File: config.mk
export PLATFORM = sky130hd
export DESIGN_NAME = instr_fetch_stage
export DESIGN_NICKNAME = d
export VERILOG_FILES = /design/src/rtl/instr_fetch_stage_pkg.sv /design/src/rtl/instr_fetch_stage_pc_register.sv /design/src/rtl/instr_fetch_stage.sv
export SDC_FILE = /design/constraint.sdc
export NUM_CORES = 1
export LEC_CHECK = 0
export CAP_MARGIN = 15
export CORE_ASPECT_RATIO = 0.8
export CORE_UTILIZATION = 35
export CTS_CLUSTER_DIAMETER = 200
export DETAILED_ROUTE_END_ITERATION = 7
export PLACE_DENSITY = 0.74
export SLEW_MARGIN = 25
export SYNTH_ARGS = -nofsm -noshare
export SYNTH_HDL_FRONTEND = slang
export SYNTH_SLANG_ARGS = --single-unit
File: constraint.sdc
create_clock -name Clk -period 5.3 [get_ports Clk]
set_clock_uncertainty 0.1 [all_clocks]
set_input_delay 1.06 -clock Clk [delete_from_list [all_inputs] [get_ports Clk]]
set_output_delay 1.06 -clock Clk [all_outputs]
set_load 0.01 [all_outputs]
File: src/rtl/instr_fetch_stage_pkg.sv
// Shared definitions for the fetch stage: opcode field layout, the halt opcode
// and the fetch FSM state encoding (also used by the decode-stage bench).
package instr_fetch_stage_pkg;

  localparam int unsigned OPC_WIDTH = 4;
  localparam logic [OPC_WIDTH-1:0] OPC_HALT = 4'b1111;

  typedef enum logic [1:0] {
    FETCH   = 2'b00,
    DELIVER = 2'b01,
    HALTED  = 2'b10
  } fetch_state_e;

  function automatic logic is_halt_opc(input logic [OPC_WIDTH-1:0] opc);
    return (opc == OPC_HALT);
  endfunction

endpackage

File: src/rtl/instr_fetch_stage_pc_register.sv
// Program counter: holds, increments (wrapping) or loads a redirect target.
// A load takes priority over an increment.
module instr_fetch_stage_pc_register #(
  parameter int unsigned PC_WIDTH = 8,
  parameter int unsigned RESET_PC = 0
) (
  input  logic                Clk,
  input  logic                Rst_n,
  input  logic                load,
  input  logic [PC_WIDTH-1:0] load_value,
  input  logic                incr,
  output logic [PC_WIDTH-1:0] pc
);

  logic [PC_WIDTH-1:0] pc_r;

  // PC state update
  always_ff @(posedge Clk or negedge Rst_n) begin
    if (!Rst_n) begin
      pc_r <= PC_WIDTH'(RESET_PC);
    end else if (load) begin
      pc_r <= load_value;
    end else if (incr) begin
      pc_r <= pc_r + PC_WIDTH'(1'b1);
    end else begin
      pc_r <= pc_r;
    end
  end

  assign pc = pc_r;

endmodule

File: src/rtl/instr_fetch_stage.sv
// Fetch stage: one outstanding instruction-memory request at a time, latched
// instruction presented to decode with valid/stall, branch flush and halt stop.
module instr_fetch_stage
  import instr_fetch_stage_pkg::*;
#(
  parameter int unsigned PC_WIDTH    = 8,
  parameter int unsigned INSTR_WIDTH = 16,
  parameter int unsigned RESET_PC    = 0
) (
  input  logic                   Clk,
  input  logic                   Rst_n,
  output logic                   Mem_Req,
  output logic [PC_WIDTH-1:0]    Mem_Addr,
  input  logic                   Mem_Ready,
  input  logic [INSTR_WIDTH-1:0] Mem_Data,
  input  logic                   Stall,
  input  logic                   Branch_Taken,
  input  logic [PC_WIDTH-1:0]    Branch_Target,
  output logic                   Instr_Valid,
  output logic [INSTR_WIDTH-1:0] Instruction,
  output logic [OPC_WIDTH-1:0]   Op_Code,
  output logic [PC_WIDTH-1:0]    Instr_PC,
  output logic                   Halted
);

  fetch_state_e            state_r;
  fetch_state_e            state_nxt_s;
  logic [PC_WIDTH-1:0]     pc_s;
  logic                    pc_load_s;
  logic                    pc_incr_s;
  logic                    capture_s;
  logic                    valid_r;
  logic                    valid_nxt_s;
  logic                    halt_pend_r;
  logic                    halt_pend_nxt_s;
  logic                    halted_r;
  logic                    halted_nxt_s;
  logic [INSTR_WIDTH-1:0]  instr_r;
  logic [PC_WIDTH-1:0]     instr_pc_r;

  instr_fetch_stage_pc_register #(
    .PC_WIDTH (PC_WIDTH),
    .RESET_PC (RESET_PC)
  ) u_pc (
    .Clk        (Clk),
    .Rst_n      (Rst_n),
    .load       (pc_load_s),
    .load_value (Branch_Target),
    .incr       (pc_incr_s),
    .pc         (pc_s)
  );

  // Next-state and control decode; a redirect outranks stall and memory data
  always_comb begin
    state_nxt_s     = state_r;
    pc_load_s       = 1'b0;
    pc_incr_s       = 1'b0;
    capture_s       = 1'b0;
    valid_nxt_s     = valid_r;
    halt_pend_nxt_s = halt_pend_r;
    halted_nxt_s    = halted_r;
    case (state_r)
      FETCH: begin
        if (Branch_Taken) begin
          pc_load_s       = 1'b1;
          valid_nxt_s     = 1'b0;
          halt_pend_nxt_s = 1'b0;
          state_nxt_s     = FETCH;
        end else if (Mem_Ready) begin
          capture_s       = 1'b1;
          pc_incr_s       = 1'b1;
          valid_nxt_s     = 1'b1;
          halt_pend_nxt_s = is_halt_opc(Mem_Data[INSTR_WIDTH-1 -: OPC_WIDTH]);
          state_nxt_s     = DELIVER;
        end else begin
          state_nxt_s = FETCH;
        end
      end
      DELIVER: begin
        if (Branch_Taken) begin
          pc_load_s       = 1'b1;
          valid_nxt_s     = 1'b0;
          halt_pend_nxt_s = 1'b0;
          state_nxt_s     = FETCH;
        end else if (!Stall) begin
          valid_nxt_s = 1'b0;
          if (halt_pend_r) begin
            halted_nxt_s = 1'b1;
            state_nxt_s  = HALTED;
          end else begin
            state_nxt_s = FETCH;
          end
        end else begin
          state_nxt_s = DELIVER;
        end
      end
      HALTED: begin
        valid_nxt_s  = 1'b0;
        halted_nxt_s = 1'b1;
        state_nxt_s  = HALTED;
      end
      default: begin
        valid_nxt_s     = 1'b0;
        halt_pend_nxt_s = 1'b0;
        state_nxt_s     = FETCH;
      end
    endcase
  end

  // State and status flags
  always_ff @(posedge Clk or negedge Rst_n) begin
    if (!Rst_n) begin
      state_r     <= FETCH;
      valid_r     <= 1'b0;
      halt_pend_r <= 1'b0;
      halted_r    <= 1'b0;
    end else begin
      state_r     <= state_nxt_s;
      valid_r     <= valid_nxt_s;
      halt_pend_r <= halt_pend_nxt_s;
      halted_r    <= halted_nxt_s;
    end
  end

  // Instruction latch; held unchanged while stalled or flushed
  always_ff @(posedge Clk or negedge Rst_n) begin
    if (!Rst_n) begin
      instr_r    <= {INSTR_WIDTH{1'b0}};
      instr_pc_r <= {PC_WIDTH{1'b0}};
    end else if (capture_s) begin
      instr_r    <= Mem_Data;
      instr_pc_r <= pc_s;
    end else begin
      instr_r    <= instr_r;
      instr_pc_r <= instr_pc_r;
    end
  end

  assign Mem_Req     = (state_r == FETCH);
  assign Mem_Addr    = pc_s;
  assign Instr_Valid = valid_r;
  assign Instruction = instr_r;
  assign Op_Code     = instr_r[INSTR_WIDTH-1 -: OPC_WIDTH];
  assign Instr_PC    = instr_pc_r;
  assign Halted      = halted_r;

endmodule

==> flow_summary.yaml <==
synth:
  synth_top_flop_cell: "dfrtp_1"
  yosysUniqueCellTypes: 29
  syn_area_per_cell_um2: 9.06
  synth_area_leaders: "dfrtp_1, nand2_1, a31oi_1, nor2_1, mux2i_1"
  syn_area_mm2: 0.00163
  synth-adder-area-share_pct: 0.767
  synth_compound_area_share_pct: 6.68
  ys.warnings.count: 0
  syn-num-nets: 210
  synth-xor-area-share_pct: 0.537
  yosys.area_share.simple_pct: 28.4
  yosysMostFrequentCell: "nand2_1"
  netlist_instances: 180
  ys_seq_elements: 37
  synth_top_family_by_area: "simple AND/OR/NAND/NOR gates"
  synthMuxAreaShare_pct: 1.84
  yosysTopAreaCellShare_pct: 56.8
  ys_seq_area_share_pct: 56.8
  async_reset_ff_share_pct: 100
  synth_top_cell_by_area: "dfrtp_1"
  yosys-top-cells-count: "nand2_1, dfrtp_1, nor2_1, clkbuf_1, a31oi_1"
  synth-edff-count: 0
worst_setup_path:
  cp_slowest_cell: "or4b_2"
  r2r-start: "state_r[1]"
  r2r_slack_ns: 2.81
  cp-start-kind: "input pin"
  cp_max_fo: 35
  crit_arrival_ns: 3.34
  crit_chain: "clkdlybuf4s50_1 > or4b_2 > or4_1 > a31oi_1"
  cp-endpoint: "u_pc.pc[7]"
  crit_required_ns: 5.40
  end_kind: "register"
  path_delay_family: "simple AND/OR/NAND/NOR gates"
  worst_path_largest_cell_delay_ns: 0.96
  cp.depth: 4
  path_class: "input pin to register"
  rr_worst_depth: 3
  r2r-end: "u_pc.pc[7]"
  cp-startpoint: "Mem_Ready"
  path_buf_inv: 1
timing:
  tightest_slew_ns: 0.813
  setup_violations: 0
  finalHoldViolCount: 0
  fin_crit_ns: 3.25
  final.setup.tns_ns: 0
  finalCritPeriodShare_pct: 61.3
  rsz0062_at_grt: "no"
  maxSlewViolCount: 0
  fin_ws_ns: 2.05
  max-slew-margin-rel_pct: 45.8
  fmax_ghz: 0.308
run:
  maxCapViolCount: 0
grt:
  grt_pass1_wl_um: 6220
  grt-ovfl-total: 0
  first_global_vias: 1277
  grt_use_total_pct: 16.4
  antenna_found_initial: 0
  grt_max_degree: 38
clock_tree:
  root_buffer: "clkbuf_8"
  insertion_delay_ns: 0.28
  hold_buffers: 0
  cts_tree: "yes"
  cts.repair.resized: 0
  path_clk_slew_ns: 0.07
  cts_buffers: 5
  cts.path.max_buffers: 2
  htreeDepth: 2
  post-cts-setup-buffers: 0
  clock-sinks: 37
finish:
  finish.utilization_pct: 55.2
  syn_to_final_growth_pct: 46.7
  post_route_cells_drive_above_1_share_pct: 4.56
  n_antenna_cell: 0
  nets: 271
routing:
  drt_iter0_drc: 56
  wl_per_cell_um: 12.6
  drt.antenna.violating_nets: 0
  vias_per_cell: 4.68
  route.vias.total: 1395
  first_pass_iters: 4
  drc: 0
  drt-total-wl_um: 3760
die:
  core_mm2: 0.00434
  fp-row-count: 21
  fp.dieH_um: 63.0
  ioPinCount: 68
  fp.dieArea_mm2: 0.00494
  start_util_pct: 37.6
  die_w_um: 78.3
power_and_ir_drop:
  peakVddDrop_uv: 209
  leakage_nw: 1.09
  power_density_mw_per_mm2: 316
placement:
  place.gp.congestion: 0.713
  port_buffers: 67
  pre_cts_ws_ns: 1.66
  place.detailed.hpwl_um: 2600
min_path:
  hold_class: "register to register"
outcome:
  status: "completed"
==> kinds of logic after synthesis <==
group / after synthesis
AND/OR/NAND/NOR: 106
flip-flops: 37
AO/OA/AOI/OAI: 17
buffers and inverters: 15
multiplexers: 3
XOR/XNOR: 1
adder cells (fa/ha/maj): 1
==> layout make-up <==
| cell class | count | area (um2) |
|---|---|---|
| multi-input cells | 128 | 632 |
| inverters | 1 | 3.75 |
| repair buffers | 68 | 673 |
| fillers | 413 | 1940 |
| well taps | 57 | 71.3 |
| clock buffers | 7 | 86.3 |
| flip-flops and latches | 37 | 926 |
==> worst min-delay path by stage <==
| stage | startpoint | endpoint | cells after the start | slack [ns] |
|---|---|---|---|---|
| 6_report | Halted | Halted | 1 | 0.37 |
| 5_1_grt | Instruction[1] | Instruction[1] | 2 | 0.40 |
| 4_1_cts | Halted | Halted | 1 | 0.38 |
| 3_5_place_dp | Halted | Halted | 1 | 0.36 |
| 3_3_place_gp | Halted | Halted | 1 | 0.36 |
| 2_1_floorplan | halt_pend_r | halt_pend_r | 2 | 0.39 |
==> layer usage <==
layer,part of all wire (%),vias up,global-route usage [%]
met5,0,-,0
met4,0.48,0,3.47
met3,9.6,2,6.57
met2,43,57,23.6
met1,47,632,23.1
li1,-,704,-
==> cells in the final DEF, fill, tap and decap left out, types with 3 or more instances in the layout <==
cell type and n:
mux2i_1 3, nand3_1 3, nand2_1 78, o31ai_1 3
o21ai_0 4, clkdlybuf4s50_1 66, a31oi_1 6, dfrtp_1 37
or4_1 3, clkbuf_8 6, nor2_1 10
==> per-stage QoR <==
| step | hold slack, ns | total power [mW] | std cells | cell area [um2] |
|---|---|---|---|---|
| after floorplan | 0.390 | 0.441 | 180 | 1630 |
| after global placement | 0.355 | 0.567 | 291 | 2310 |
| after detailed placement | 0.361 | 0.570 | 291 | 2310 |
| after CTS | 0.378 | 0.766 | 298 | 2390 |
| after global routing | 0.399 | 0.801 | 298 | 2390 |
| final | 0.371 | 0.757 | 298 | 2390 |
==> worst register-to-register path, stage by stage (launching register included) <==
cell and delay, ns:
dfrtp_1 0.47, or4b_2 1.05, or4_1 0.60, a31oi_1 0.19
==> registers in the layout (all words and copies together), names as in the netlist <==
| signal | cells |
|---|---|
| Instruction | 16 |
| Instr_PC | 8 |
| u_pc.pc | 8 |
| state_r | 2 |
| Halted | 1 |
| Instr_Valid | 1 |
| halt_pend_r | 1 |
==> power breakdown <==
part / leakage (nW) / switching, mW / total, mW / internal [mW]
Clock: 0.0443 / 0.0911 / 0.194 / 0.103
Sequential: 0.453 / 0.0319 / 0.356 / 0.324
Combinational: 0.592 / 0.0861 / 0.207 / 0.121
Total: 1.09 / 0.209 / 0.757 / 0.548
Note: power is estimated with default switching activity, not from simulation.
